## src/rtl/wb_pkg.sv

```systemverilog
// rtl/wb_pkg.sv - shared types and constants for the writeback commit queue
package wb_pkg;

    localparam int         WB_QUEUE_DEPTH_DEFAULT = 4;
    localparam logic [4:0] WB_GPR_ZERO            = 5'd0;

    typedef struct packed {
        logic [4:0]  addr;
        logic [31:0] data;
    } wb_entry_t;

endpackage

```

## src/rtl/wb_queue.sv

```systemverilog
// rtl/wb_queue.sv - 2-push/2-pop circular buffer of GPR writeback entries
module wb_queue
    import wb_pkg::*;
#(
    parameter int DEPTH = WB_QUEUE_DEPTH_DEFAULT,
    localparam int PW = $clog2(DEPTH),
    localparam int CW = PW + 1
) (
    input  logic          clk,
    input  logic          rst_,
    input  logic [1:0]    push_count,
    input  wb_entry_t     push_entry0,
    input  wb_entry_t     push_entry1,
    input  logic [1:0]    pop_count,
    output wb_entry_t     head_entry0,
    output wb_entry_t     head_entry1,
    output logic [CW-1:0] count
);

    wb_entry_t     mem [DEPTH];
    logic [PW-1:0] head;
    logic [PW-1:0] tail;

    assign head_entry0 = mem[head];
    assign head_entry1 = mem[head + PW'(1)];

    // Storage is not reset; an entry is only meaningful while count covers it.
    always_ff @(posedge clk) begin
        if (push_count != 2'd0) begin
            mem[tail] <= push_entry0;
        end
        if (push_count == 2'd2) begin
            mem[tail + PW'(1)] <= push_entry1;
        end
    end

    always_ff @(posedge clk or negedge rst_) begin
        if (!rst_) begin
            head  <= '0;
            tail  <= '0;
            count <= '0;
        end else begin
            head  <= head + PW'(pop_count);
            tail  <= tail + PW'(push_count);
            count <= count + CW'(push_count) - CW'(pop_count);
        end
    end

endmodule

```

## src/rtl/wb_commit_queue.sv

```systemverilog
// rtl/wb_commit_queue.sv - dual-issue writeback commit queue with HI/LO holding register; WB_BYPASS_EN enables the empty-path bypass
module wb_commit_queue
    import wb_pkg::*;
#(
    parameter int QUEUE_DEPTH = WB_QUEUE_DEPTH_DEFAULT
) (
    input  logic        clk,
    input  logic        rst_,
    input  logic        lane0_valid,
    input  logic        lane1_valid,
    output logic        lane0_ready,
    output logic        lane1_ready,
    input  logic [4:0]  lane0_addr,
    input  logic [4:0]  lane1_addr,
    input  logic [31:0] lane0_data,
    input  logic [31:0] lane1_data,
    input  logic        hilo_valid,
    output logic        hilo_ready,
    input  logic        hilo_hi_we,
    input  logic        hilo_lo_we,
    input  logic [31:0] hilo_hi,
    input  logic [31:0] hilo_lo,
    input  logic        wb_stall,
    output logic [4:0]  write_addr0,
    output logic [4:0]  write_addr1,
    output logic        write_addr0_valid,
    output logic        write_addr1_valid,
    output logic [31:0] write_data0,
    output logic [31:0] write_data1,
    output logic [31:0] write_hilo_hi_data,
    output logic [31:0] write_hilo_lo_data,
    output logic        write_hilo_hi_data_valid,
    output logic        write_hilo_lo_data_valid,
    output logic        wb_busy
);

    localparam int CW = $clog2(QUEUE_DEPTH) + 1;

    logic [CW-1:0] count;
    logic          ready;
    logic          acc0;
    logic          acc1;
    logic          bypass;
    logic          hilo_acc;
    logic          hilo_bypass;
    logic [1:0]    in_count;
    logic [1:0]    push_count;
    logic [1:0]    pop_count;
    logic [1:0]    out_count;
    wb_entry_t     in0;
    wb_entry_t     in1;
    wb_entry_t     head0;
    wb_entry_t     head1;
    wb_entry_t     out0;
    wb_entry_t     out1;

    logic          hold_valid;
    logic          hold_hi_we;
    logic          hold_lo_we;
    logic [31:0]   hold_hi;
    logic [31:0]   hold_lo;

    assign ready       = (CW'(QUEUE_DEPTH) - count) >= CW'(2);
    assign lane0_ready = ready;
    assign lane1_ready = ready;
    assign hilo_ready  = !hold_valid;

    // Writes to r0 are architecturally dead, so they never take a slot.
    assign acc0     = lane0_valid && ready && (lane0_addr != WB_GPR_ZERO);
    assign acc1     = lane1_valid && ready && (lane1_addr != WB_GPR_ZERO);
    assign in_count = {1'b0, acc0} + {1'b0, acc1};
    assign hilo_acc = hilo_valid && !hold_valid && (hilo_hi_we || hilo_lo_we);

`ifdef WB_BYPASS_EN
    assign bypass      = (count == '0) && !wb_stall;
    assign hilo_bypass = !wb_stall;
`else
    assign bypass      = 1'b0;
    assign hilo_bypass = 1'b0;
`endif

    always_comb begin
        in0.addr = acc0 ? lane0_addr : lane1_addr;
        in0.data = acc0 ? lane0_data : lane1_data;
        in1.addr = lane1_addr;
        in1.data = lane1_data;
    end

    assign push_count = bypass ? 2'd0 : in_count;
    assign pop_count  = wb_stall ? 2'd0 : ((count >= CW'(2)) ? 2'd2 : 2'(count));

    always_comb begin
        if (bypass) begin
            out_count = in_count;
            out0      = in0;
            out1      = in1;
        end else begin
            out_count = pop_count;
            out0      = head0;
            out1      = head1;
        end
    end

    wb_queue #(.DEPTH(QUEUE_DEPTH)) u_queue (
        .clk         (clk),
        .rst_        (rst_),
        .push_count  (push_count),
        .push_entry0 (in0),
        .push_entry1 (in1),
        .pop_count   (pop_count),
        .head_entry0 (head0),
        .head_entry1 (head1),
        .count       (count)
    );

    // A same-address pair keeps only the younger write on port 1.
    always_ff @(posedge clk or negedge rst_) begin
        if (!rst_) begin
            write_addr0       <= '0;
            write_addr1       <= '0;
            write_data0       <= '0;
            write_data1       <= '0;
            write_addr0_valid <= 1'b0;
            write_addr1_valid <= 1'b0;
        end else begin
            write_addr0_valid <= (out_count != 2'd0) &&
                                 !((out_count == 2'd2) && (out0.addr == out1.addr));
            write_addr1_valid <= (out_count == 2'd2);
            if (out_count != 2'd0) begin
                write_addr0 <= out0.addr;
                write_data0 <= out0.data;
            end
            if (out_count == 2'd2) begin
                write_addr1 <= out1.addr;
                write_data1 <= out1.data;
            end
        end
    end

    always_ff @(posedge clk or negedge rst_) begin
        if (!rst_) begin
            hold_valid               <= 1'b0;
            hold_hi_we               <= 1'b0;
            hold_lo_we               <= 1'b0;
            hold_hi                  <= '0;
            hold_lo                  <= '0;
            write_hilo_hi_data       <= '0;
            write_hilo_lo_data       <= '0;
            write_hilo_hi_data_valid <= 1'b0;
            write_hilo_lo_data_valid <= 1'b0;
        end else begin
            write_hilo_hi_data_valid <= 1'b0;
            write_hilo_lo_data_valid <= 1'b0;
            if (!wb_stall && hold_valid) begin
                write_hilo_hi_data       <= hold_hi;
                write_hilo_lo_data       <= hold_lo;
                write_hilo_hi_data_valid <= hold_hi_we;
                write_hilo_lo_data_valid <= hold_lo_we;
                hold_valid               <= 1'b0;
            end else if (hilo_acc && hilo_bypass) begin
                write_hilo_hi_data       <= hilo_hi;
                write_hilo_lo_data       <= hilo_lo;
                write_hilo_hi_data_valid <= hilo_hi_we;
                write_hilo_lo_data_valid <= hilo_lo_we;
            end else if (hilo_acc) begin
                hold_valid <= 1'b1;
                hold_hi_we <= hilo_hi_we;
                hold_lo_we <= hilo_lo_we;
                hold_hi    <= hilo_hi;
                hold_lo    <= hilo_lo;
            end
        end
    end

    assign wb_busy = (count != '0) || hold_valid || write_addr0_valid || write_addr1_valid ||
                     write_hilo_hi_data_valid || write_hilo_lo_data_valid;

endmodule

```

## config.mk

```make
export PLATFORM = sky130hd
export DESIGN_NAME = wb_commit_queue
export DESIGN_NICKNAME = d
export VERILOG_FILES = /design/src/rtl/wb_pkg.sv /design/src/rtl/wb_queue.sv /design/src/rtl/wb_commit_queue.sv
export SDC_FILE = /design/constraint.sdc
export NUM_CORES = 1
export LEC_CHECK = 0
export CORE_MARGIN = 10
export CORE_UTILIZATION = 40
export DETAILED_ROUTE_END_ITERATION = 6
export MAX_ROUTING_LAYER = met4
export PLACE_DENSITY = 0.73
export RECOVER_POWER = 50
export SYNTH_ARGS = -nofsm -noshare
export SYNTH_HDL_FRONTEND = slang
export SYNTH_HIERARCHICAL = 1
export SYNTH_SLANG_ARGS = --single-unit
```

## constraint.sdc

```tcl
create_clock -name clk -period 16.1 [get_ports clk]
set_input_delay 2.415 -clock clk [delete_from_list [all_inputs] [get_ports clk]]
set_output_delay 2.415 -clock clk [all_outputs]
set_load 0.05 [all_outputs]
```

==> results.yml <==
outcome:
  status: "finished, violations left"
  violations: "capacitance limit, slew limit"
cts:
  cts_buffer_depth: 3
  numCtsBuffers: 42
  cts_resized: 0
  insertion_delay_ns: 0.58
  ctsHoldBuffers: 0
  clock-sinks: 364
  cts_tree: "built"
  cts_setup_buffers: 0
  clkTransAtPathRegs_ns: 0.06
  htreeDepth: 2
  clockRootBuffer: "clkbuf_16"
die:
  core.rowCount: 75
  core_um2: 42000
  die_h_um: 226
  die_w_um: 226
  start_util: 0.405
  ios: 292
  dieArea_um2: 51200
worst_setup_path:
  critical-path-slowest-cell: "clkbuf_1"
  cp-end-kind: "async pin"
  cp_cell_sequence: "clkbuf_1, clkbuf_1, buf_4"
  critical-path-top-delay-family: "buffers and inverters"
  path_class: "input port to async pin"
  critPathMaxStageDelay_ns: 2.99
  arrival_ns: 9.44
  required_ns: 16.59
  path_common_cell: "clkbuf_1"
  cp_max_fo: 79
  crit_buf_inv: 3
  worstSetupStartpointType: "input port"
synthesis:
  synth_area_per_cell_um2: 17.9
  ys_seq_area_frac: 0.578
  synth_commonest_cells: "mux2_2 (293), dfrtp_1 (216), edfxtp_1 (148)"
  synth_cell_type_count: 38
  synthesis.area_um2: 17000
  synth-edff-count: 148
  yosys.area.top_type: "dfrtp_1"
  syn_inst: 949
  async_flop_share: 0.593
  synth_fp_nets: 1105
  ys_ff_latch: 364
  yosysMostFrequentCell: "mux2_2"
  yosysWarnings: 6
  synth_ff_type: "dfrtp_1"
  synth_top_area_frac: 0.317
  synth_area_leaders: "dfrtp_1 (32%), edfxtp_1 (26%), mux2_2 (19%), mux4_2 (9.8%), mux2_4 (5.2%)"
detailed_routing:
  drt_pass1_iterations: 4
  vias_per_cell: 5.35
  wl_um: 42700
  final_antenna_net_count: 0
  vias: 9715
  dr.first_iter.drc_count: 598
  wl_per_cell_um: 23.5
  remaining_drc_errors: 0
placement:
  placedCellCount: 1734
  hpwl_um: 28000
  port_buffers: 291
  place_congestion: 0.801
sta:
  tns_ns: 0
  final_max_slew_viol_count: 373
  slew_headroom: -1.84
  rsz0062_at_grt: "no"
  finClkSkew_ns: 0.0231
  timing.final.crit_period_ns: 8.95
  setup_violations: 0
  fin_crit_sh: 0.556
  tightestPinTransition_ns: 4.25
  hold_viol: 0
  max_freq_ghz: 0.112
power_and_ir_drop:
  power.leakage_nw: 8.30
  p_int_mw: 3.06
  power_switching_mw: 1.94
  combPwrFrac: 0.459
  p_clk_frac: 0.203
  seq_power_share: 0.338
  swShare: 0.388
  vdd_drop_max_uv: 141
  p_per_area_nw_per_um2: 228
grt:
  grt_remaining_overflow: 0
  grt_pass1_vias: 10575
  antenna_found_initial: 4
  grt_use_total: 0.170
  grt_pass1_wl_um: 64700
  grt_start_max_net_pins: 80
cells_and_area:
  drive_above_1_share: 0.409
  layout.cells.non_filler: 1817
  fin_nets: 1395
  fill_cells: 3419
  syn_to_final_growth_pct: 28.5
run:
  drv_cap: 6
hold_path:
  min_path_type: "flip-flop to flip-flop"
## worst reg2reg max path, delay by kind of cell (launching register included)
family                     cells  cell delay [ns]
AOI/OAI and AO/OA              2             0.69
DFF                            1             0.47
adders and majority gates      3             0.86
buffers and inverters          3             0.61
and+or+nand+nor                2             1.38
## cells in the final DEF, fill, tap and decap left out, types with 3 or more instances in the layout
cell type,instances
buf_4,10
bufinv_16,6
clkbuf_1,10
clkbuf_16,42
clkbuf_8,7
clkdlybuf4s50_1,217
clkinv_2,7
clkinv_4,4
dfrtp_1,214
diode_2,6
dlygate4sd3_1,73
edfxtp_1,148
ha_1,8
inv_1,12
mux2_1,36
mux2_2,293
mux2_4,59
mux4_2,74
nor2_4,3
xnor2_1,5
xor2_1,6
## state kept, by name, indices dropped and copies added, names as in the netlist, 32 cells and up
signal,flops
u_queue/mem,148
hold_hi,32
hold_lo,32
write_data0,32
write_data1,32
write_hilo_hi_data,32
write_hilo_lo_data,32
## layout make-up
class / count / area (um^2) / area share
Inverter: 12 / 45.0 / 0.00206
Sequential cell: 364 / 9860 / 0.451
Timing Repair Buffer: 306 / 3000 / 0.137
Multi-Input combinational cell: 513 / 6790 / 0.311
Antenna cell: 6 / 15.0 / 0.000686
Tap cell: 539 / 674 / 0.0308
Clock buffer: 53 / 1160 / 0.0531
Clock inverter: 24 / 329 / 0.0150
## power groups by stage
stage / combinational [mW] / clock, mW / sequential (mW)
after floorplan: 1.07 / 0 / 2.22
after global placement: 2.31 / 0 / 1.69
after detailed placement: 2.34 / 0 / 1.71
after CTS: 2.35 / 1.04 / 1.70
after global routing: 2.42 / 1.08 / 1.74
final: 2.29 / 1.01 / 1.69
## logic make-up (layout without fill, tap and decap cells)
logic type	Yosys count	in the layout	synth area share
multiplexers	463	463	0.368
adder cells (fa/ha/maj)	10	10	0.00823
XOR/XNOR	11	11	0.00566
flip-flops	364	364	0.578
other	0	6	0
buffers and inverters	72	395	0.0271
AO/OA/AOI/OAI	10	10	0.00478
AND/OR/NAND/NOR	19	19	0.00771
## worst paths after layout
kind / start / to / slack, ns / depth (start not counted)
worst max-delay path: rst_ / u_queue/head[1] / 7.15 / 3
worst min-delay path: hold_valid / hold_valid / 0.48 / 2
worst max register to register: u_queue/count[1] / u_queue/mem[0][15] / 11.74 / 10
worst min register to register: hold_valid / hold_valid / 0.48 / 2
max in group clk: wb_stall / write_hilo_hi_data[10] / 10.04 / 4
min in group asynchronous: rst_ / write_hilo_lo_data[16] / 3.33 / 1
## per-stage QoR
stage | hold WS (ns) | total power, mW | area (um^2) | utilization | setup slack, ns
global placement | 0.459 | 4.00 | 20400 | 0.486 | 9.72
CTS | 0.483 | 5.09 | 21900 | 0.521 | 10.28
floorplan | 0.447 | 3.29 | 17000 | - | 9.03
finish | 0.479 | 4.99 | 21900 | 0.520 | 7.15
detailed placement | 0.465 | 4.05 | 20400 | 0.486 | 9.64
global route | 0.506 | 5.24 | 21900 | 0.520 | 5.59
## routing by layer
layer	wire, um	part of all wire	global-route usage
met1	17800	0.42	0.210
met2	20400	0.48	0.269
met3	4010	0.094	0.0491
met4	590	0.014	0.0476
met5	0	0	-
Note: power is estimated with default switching activity, not from simulation.
